--- src/rtl/serial_out_arbiter.sv ---
// serial_out_arbiter: round-robin arbiter that feeds one A/D/Go serial out buffer from NREQ requesters
module serial_out_arbiter #(
   parameter int NREQ         = 4,
   parameter int FRAME_CYCLES = 16,
   parameter int GAP_CYCLES   = 2
) (
   input  logic                 clk_in,
   input  logic                 reset,
   input  logic                 en,
   input  logic [NREQ-1:0]      req,
   input  logic [7*NREQ-1:0]    req_addr,
   input  logic [8*NREQ-1:0]    req_data,
   output logic [NREQ-1:0]      ack,
   output logic [6:0]           A,
   output logic [7:0]           D,
   output logic                 Go,
   output logic                 busy,
   output logic [2:0]           grant_idx
);
   localparam int CW = $clog2(FRAME_CYCLES + GAP_CYCLES + 1);
   typedef enum logic [1:0] {IDLE, LAUNCH, FRAME, GAP} state_t;
   state_t          state, state_n;
   logic [CW-1:0]   cnt, cnt_n;
   logic [NREQ-1:0] ack_n;
   logic [6:0]      a_n;
   logic [7:0]      d_n;
   logic            go_n;
   logic [2:0]      gi_n;
   int              hi_win, lo_win, win;
   logic            hi_found, lo_found;
   assign busy = state != IDLE;
   // round-robin pick: lowest requester above the last grant, else lowest at or below it
   always_comb begin
      hi_win = 0;
      lo_win = 0;
      hi_found = 1'b0;
      lo_found = 1'b0;
      for (int i = NREQ - 1; i >= 0; i--) begin
         if (req[i] && i > int'(grant_idx)) begin
            hi_win = i;
            hi_found = 1'b1;
         end
         if (req[i] && i <= int'(grant_idx)) begin
            lo_win = i;
            lo_found = 1'b1;
         end
      end
      win = hi_found ? hi_win : lo_win;
   end
   // next-state and next-output logic for the launch/frame/gap sequence
   always_comb begin
      state_n = state;
      cnt_n   = cnt;
      ack_n   = '0;
      go_n    = 1'b0;
      a_n     = A;
      d_n     = D;
      gi_n    = grant_idx;
      case (state)
         IDLE: if (en && (hi_found || lo_found)) begin
            a_n     = 7'(req_addr >> (7 * win));
            d_n     = 8'(req_data >> (8 * win));
            ack_n   = NREQ'(1) << win;
            gi_n    = 3'(win);
            state_n = LAUNCH;
         end
         LAUNCH: begin
            go_n    = 1'b1;
            cnt_n   = CW'(FRAME_CYCLES - 1);
            state_n = FRAME;
         end
         FRAME: if (cnt == '0) begin
            cnt_n   = CW'(GAP_CYCLES > 0 ? GAP_CYCLES - 1 : 0);
            state_n = GAP_CYCLES > 0 ? GAP : IDLE;
         end else begin
            cnt_n = cnt - 1'b1;
         end
         GAP: if (cnt == '0) state_n = IDLE;
              else cnt_n = cnt - 1'b1;
         default: state_n = IDLE;
      endcase
   end
   // state, counter and registered outputs; reset abandons any frame in flight
   always_ff @(posedge clk_in or posedge reset) begin
      if (reset) begin
         state     <= IDLE;
         cnt       <= '0;
         ack       <= '0;
         Go        <= 1'b0;
         A         <= '0;
         D         <= '0;
         grant_idx <= 3'(NREQ - 1);
      end else begin
         state     <= state_n;
         cnt       <= cnt_n;
         ack       <= ack_n;
         Go        <= go_n;
         A         <= a_n;
         D         <= d_n;
         grant_idx <= gi_n;
      end
   end
endmodule

--- config.mk ---
export PLATFORM = sky130hd
export DESIGN_NAME = serial_out_arbiter
export DESIGN_NICKNAME = d
export VERILOG_FILES = /design/src/rtl/serial_out_arbiter.sv
export SDC_FILE = /design/constraint.sdc
export NUM_CORES = 1
export LEC_CHECK = 0
export CORE_MARGIN = 4
export CORE_UTILIZATION = 45
export DETAILED_ROUTE_END_ITERATION = 16
export DONT_BUFFER_PORTS = 1
export PLACE_DENSITY_LB_ADDON = 0.2
export SLEW_MARGIN = 10
export SYNTH_ARGS = -nofsm -noshare
export SYNTH_HDL_FRONTEND = slang
export SYNTH_SLANG_ARGS = --single-unit
--- constraint.sdc ---
create_clock -name clk_in -period 3.07 [get_ports clk_in]
set_input_delay 0.4605 -clock clk_in [delete_from_list [all_inputs] [get_ports clk_in]]
set_output_delay 0.4605 -clock clk_in [all_outputs]
set_load 0.02 [all_outputs]
==> results of run 1 <==
==> critical path: stages (launching register included) <==
cell and delay [ps]:
dfstp_2 620, mux2i_1 240, o22ai_2 150, nor2_8 170, buf_4 230, inv_8 130, buf_4 210, mux2i_1 150
mux4_2 490, o22ai_1 190, a32o_1 190
==> cell families after synthesis <==
family / after synthesis / synth area share [%]
AOI/OAI and AO/OA: 74 / 18.6
adders and majority gates: 10 / 4.42
buffers and inverters: 32 / 6.32
DFF: 29 / 25.7
muxes: 61 / 29.9
other: 1 / 0.132
and+or+nand+nor: 86 / 14.9
==> power by group through the flow <==
| stage | Clock [µW] | Combinational, µW | Sequential, µW |
|---|---|---|---|
| after floorplan | 0 | 1780 | 796 |
| after global placement | 0 | 2150 | 839 |
| after detailed placement | 0 | 2160 | 845 |
| after CTS | 331 | 2170 | 839 |
| after global routing | 348 | 2400 | 854 |
| final | 320 | 2190 | 829 |
==> how the worst max path moves through the flow <==
| stage | slack, ps | startpoint | end | cells after the start |
|---|---|---|---|---|
| finish | 210 | grant_idx[1]$_DFFE_PP1P_ | A[3]$_DFFE_PP0P_ | 10 |
| global route | 40 | grant_idx[0]$_DFFE_PP1P_ | A[3]$_DFFE_PP0P_ | 10 |
| CTS | 130 | grant_idx[1]$_DFFE_PP1P_ | A[5]$_DFFE_PP0P_ | 12 |
| detailed placement | 150 | grant_idx[1]$_DFFE_PP1P_ | A[5]$_DFFE_PP0P_ | 12 |
| global placement | 140 | grant_idx[1]$_DFFE_PP1P_ | A[5]$_DFFE_PP0P_ | 12 |
| floorplan | 20 | grant_idx[0]$_DFFE_PP1P_ | A[0]$_DFFE_PP0P_ | 12 |
==> per-layer routing <==
| layer | global-route usage (%) | routed length, µm | vias up |
|---|---|---|---|
| met5 | 0 | 0 | - |
| li1 | - | - | 1108 |
| met3 | 4.45 | 564 | 6 |
| met4 | 4.88 | 73 | 0 |
| met1 | 26.6 | 3280 | 1110 |
| met2 | 29.0 | 3440 | 86 |
==> cell usage after synthesis, types with 4 or more instances <==
master    number  share of area, %
nor2b_1        4              0.88
o21ai_1       11               1.9
ha_1          10               4.4
inv_1         10               1.3
a21oi_1        7               1.2
o22ai_1        4              0.88
nand2b_1       6               1.3
nor2_1        16               2.1
dfrtp_1       27                24
mux4_2        18                14
mux2i_1       35                12
buf_2          4              0.71
nand3_1        7               1.2
nand2_1       33               4.4
a31oi_1        4              0.88
o21ai_0       15               2.7
mux2_2         8               3.2
clkbuf_1       9               1.2
a22o_1         4               1.2
==> through the flow <==
stage                     power [µW]  instances
after floorplan                 2570        293
after global placement          2990        362
after detailed placement        3010        362
after CTS                       3340        370
after global routing            3600        370
final                           3340        370
==> flip-flops by register name, summed over array words and instances (netlist names) <==
signal     count
state          2
D              8
cnt            5
A              7
grant_idx      2
ack            4
Go             1
==> cell type report <==
class / count / area (µm²) / area share, %
inverter: 11 / 48.8 / 1.60
multi-input combinational: 232 / 1950 / 64.0
clock buffer: 8 / 90.1 / 2.95
sequential: 29 / 728 / 23.9
tap: 75 / 93.8 / 3.08
timing repair buffer: 15 / 138 / 4.51
==> results.py, run 1 <==
metrics = {
    "timing": {
        "fin_crit_ps": 2860,
        "min_period_over_period_pct": 93.1,
        "fin_tns_setup_ps": 0,
        "timing.fmax_ghz": 0.350,
        "hold_ws_ps": 220,
        "rsz0062_at_grt": "false",
        "finClkSkew_ps": 10.5,
        "worst_pin_slew_ps": 796,
        "setup_viol": 0,
        "finalWorstSetupSlack_ps": 212,
        "slew-limit-headroom_pct": 46.9,
        "slew_violations": 0,
        "report.final.hold_viol_count": 0,
    },
    "clock_network": {
        "htree_levels": 2,
        "cts_tree": "done",
        "insertion_delay_ps": 280,
        "cts_num_sinks": 29,
        "cts_resized": 0,
        "cts_hold_buffers": 0,
        "cts-root-buf": "clkbuf_8",
        "cts.clk_slew.worst_paths_ps": 70,
        "clockBufferDepth": 2,
        "postCtsSetupRepairBufs": 0,
        "cts_buffers": 5,
    },
    "yosys": {
        "synth_fp_nets": 370,
        "yosys_warnings": 0,
        "synth.ff_latch_count": 29,
        "avgSynthCellArea_um2": 9.66,
        "yosysSeqAreaShare_pct": 25.7,
        "synthArstFlopShare_pct": 100,
        "synth.distinct_cells": 57,
        "synth_edf_count": 0,
        "syn_area_um2": 2830,
        "ys.flop_type": "dfrtp_1",
        "synth_cells": 293,
    },
    "setup_path": {
        "critPathRequiredTime_ps": 3280,
        "worstPathMaxFanout": 38,
        "r2r_end": "A[3]$_DFFE_PP0P_",
        "r2r_setup_slack_ps": 210,
        "startpoint_type": "flip-flop",
        "worst-setup-path-type": "reg2reg",
        "arrival_ps": 3060,
        "end_kind": "flip-flop",
        "worst_r2r_path_depth": 10,
        "r2r_start": "grant_idx[1]$_DFFE_PP1P_",
    },
    "power": {
        "ir_drop_v": 0.000822,
        "p_comb_share_pct": 65.6,
        "p_clk_share_pct": 9.6,
        "power.internal_uw": 1760,
        "p_sw_share_pct": 47.4,
        "switchingPower_uw": 1590,
        "p_per_area_nw_per_um2": 1090,
        "pwr-share-seq_pct": 24.8,
        "leakage_uw": 0.00130,
    },
    "die": {
        "die_w_um": 87.3,
        "dieArea_um2": 7620,
        "ios": 91,
        "start_util_pct": 47.0,
        "coreArea_um2": 6030,
        "fp.dieH_um": 87.3,
        "rows": 28,
    },
    "routing": {
        "wl_per_cell_um": 19.9,
        "drc": 0,
        "antenna_left": 0,
        "first_iter_violations": 117,
        "wl_mm": 7.36,
        "drtPass1Iterations": 4,
        "avgViaCountPerCell": 6.24,
        "num_vias": 2310,
    },
    "global_routing": {
        "grt_max_degree": 39,
        "antenna_found_initial": 0,
        "grt_pass1_vias": 2196,
        "grt_overflow": 0,
        "grtUsageTotal_pct": 18.9,
        "grt_pass1_wl_mm": 11.3,
    },
    "place": {
        "hpwl_mm": 5.77,
        "gp_congestion": 0.926,
        "post-place-ws_ps": 147,
        "port_buffers": 0,
        "placed_area_um2": 2950,
    },
    "finish": {
        "area_delta_synth_final_pct": 7.83,
        "drive_gt1_share_pct": 20.3,
        "fin_area_um2": 3050,
        "final_nets": 371,
        "antenna_cells": 0,
        "fillCellCount": 582,
        "final_common_cell": "mux2i_1",
        "finalCoreUtilization_pct": 50.6,
        "most-common-layout-cells": "mux2i_1 (35), nand2_1 (33), dfrtp_1 (27), mux4_2 (18)",
    },
    "hold_path": {
        "hold_class": "in2async",
    },
    "run_status": {
        "status": "finished, final reports clean",
    },
    "flow_run": {
        "max_cap_viol_count": 0,
    },
}
No activity file was read; power rests on OpenSTA's default activity.
==> run 2: changes to the inputs <==
CORE_MARGIN = unset   (was 4)
==> run 2 against run 1 <==
Cell count stayed put. Die area is 13% lower. Wire length is 3.4% lower. Register-to-register slack worse by 60 ps. Fmax is 1.9% lower. Highest routed layer unchanged.
==> results.py, run 2 (synthesis gave the netlist of run 1 again) <==
metrics = {
    "die": {
        "coreArea_um2": 5990,
        "die_w_um": 81.3,
        "rows": 28,
        "ios": 91,
        "fp.dieH_um": 81.3,
        "dieArea_um2": 6610,
        "start_util_pct": 47.2,
    },
    "finish": {
        "top_register": "D",
        "most-common-layout-cells": "mux2i_1 (35), nand2_1 (33), dfrtp_1 (27), mux4_2 (18)",
        "final_common_cell": "mux2i_1",
        "largest_reg_flops": 8,
        "final_nets": 371,
        "largestRegisters": "D x8, A x7, cnt x5",
        "fin_area_um2": 3030,
        "fillCellCount": 565,
        "drive_gt1_share_pct": 20.7,
        "area_delta_synth_final_pct": 7.12,
        "antenna_cells": 0,
    },
    "timing": {
        "slew_violations": 0,
        "setup_viol": 0,
        "hold_ws_ps": 74.4,
        "finClkSkew_ps": 5.98,
        "rsz0062_at_grt": "false",
        "min_period_over_period_pct": 94.9,
        "fin_tns_setup_ps": 0,
        "slew-limit-headroom_pct": 52.1,
        "finalWorstSetupSlack_ps": 156,
        "fin_crit_ps": 2910,
        "report.final.hold_viol_count": 0,
        "timing.fmax_ghz": 0.343,
        "worst_pin_slew_ps": 710,
    },
    "flow_run": {
        "max_cap_viol_count": 0,
    },
    "routing": {
        "drc": 0,
        "drtPass1Iterations": 4,
        "avgViaCountPerCell": 6.31,
        "wl_mm": 7.11,
        "first_iter_violations": 103,
        "antenna_left": 0,
        "num_vias": 2333,
        "wl_per_cell_um": 19.2,
    },
    "clock_network": {
        "cts_tree": "done",
        "cts_hold_buffers": 0,
        "htree_levels": 2,
        "clockBufferDepth": 2,
        "cts_num_sinks": 29,
        "cts-root-buf": "clkbuf_8",
        "cts_buffers": 5,
        "insertion_delay_ps": 280,
        "cts.clk_slew.worst_paths_ps": 70,
    },
    "setup_path": {
        "cp-startpoint": "grant_idx[0]$_DFFE_PP1P_",
        "r2r_start": "grant_idx[0]$_DFFE_PP1P_",
        "end_kind": "flip-flop",
        "arrival_ps": 3050,
        "r2r_end": "A[6]$_DFFE_PP0P_",
        "worstPathMaxFanout": 9,
        "critPathRequiredTime_ps": 3210,
        "worst_r2r_path_depth": 10,
        "startpoint_type": "flip-flop",
        "worst-setup-path-type": "reg2reg",
        "critPathCapture": "A[6]$_DFFE_PP0P_",
        "r2r_setup_slack_ps": 160,
    },
    "global_routing": {
        "grtUsageTotal_pct": 22.7,
        "antenna_found_initial": 0,
        "grt_overflow": 0,
        "grt_pass1_vias": 2189,
        "grt_pass1_wl_mm": 11.4,
        "grt_max_degree": 30,
    },
    "power": {
        "ir_drop_v": 0.000537,
        "leakage_uw": 0.00129,
        "total_power_uw": 3320,
        "p_per_area_nw_per_um2": 1090,
    },
    "place": {
        "placed_area_um2": 2940,
        "hpwl_mm": 5.49,
        "post-place-ws_ps": 166,
        "gp_congestion": 0.868,
        "port_buffers": 0,
    },
    "run_status": {
        "status": "finished, final reports clean",
    },
    "hold_path": {
        "hold_class": "in2async",
    },
}
## run 2: cell type report
class                   instances  area [µm²]  area share, %
well taps                      75        93.8           3.10
repair buffers                 15         125           4.13
clock buffers                   8        90.1           2.97
flip-flops and latches         29         728           24.0
multi-input cells             232        1950           64.2
inverters                      11        48.8           1.61
## run 2: critical path, cell delays in order, from the launching register on
cell and delay, ps:
dfstp_2 640, nand2b_1 170, a21oi_1 110, a211oi_4 320, ha_2 410, inv_1 100, buf_4 180, mux4_2 370
and3_1 200, a21oi_1 110, o221ai_1 160
## run 2: report_power, final
group	total, µW	switching [µW]	internal, µW
Combinational	2150	1150	1000
Sequential	838	288	550
Clock	327	145	183
Total	3320	1580	1740
## run 2: per-stage QoR
| stage | std cells | util (%) |
|---|---|---|
| after floorplan | 293 | - |
| after global placement | 362 | 49.0 |
| after detailed placement | 362 | 49.0 |
| after CTS | 370 | 50.5 |
| after global routing | 370 | 50.6 |
| final | 370 | 50.6 |
## run 2: timing repair
action	in CTS	in global routing
endpoints found under the hold margin	0	0
buffers inserted	0	0
resized for setup	0	2
endpoints found under the setup margin	0	2
## run 2: per-layer routing
layer	vias up	global-route usage (%)	part of all wire [%]
met5	-	0	0
met4	0	6.07	1.1
met3	8	5.73	7.4
met2	96	33.4	48
met1	1119	32.8	44
li1	1110	-	-
## run 2: worst min path at each step
stage | from | to
6_report | reset | D[7]$_DFFE_PP0P_
5_1_grt | reset | D[4]$_DFFE_PP0P_
4_1_cts | reset | D[1]$_DFFE_PP0P_
3_5_place_dp | reset | D[3]$_DFFE_PP0P_
3_3_place_gp | reset | D[2]$_DFFE_PP0P_
2_1_floorplan | cnt[0]$_DFFE_PP0P_ | cnt[0]$_DFFE_PP0P_
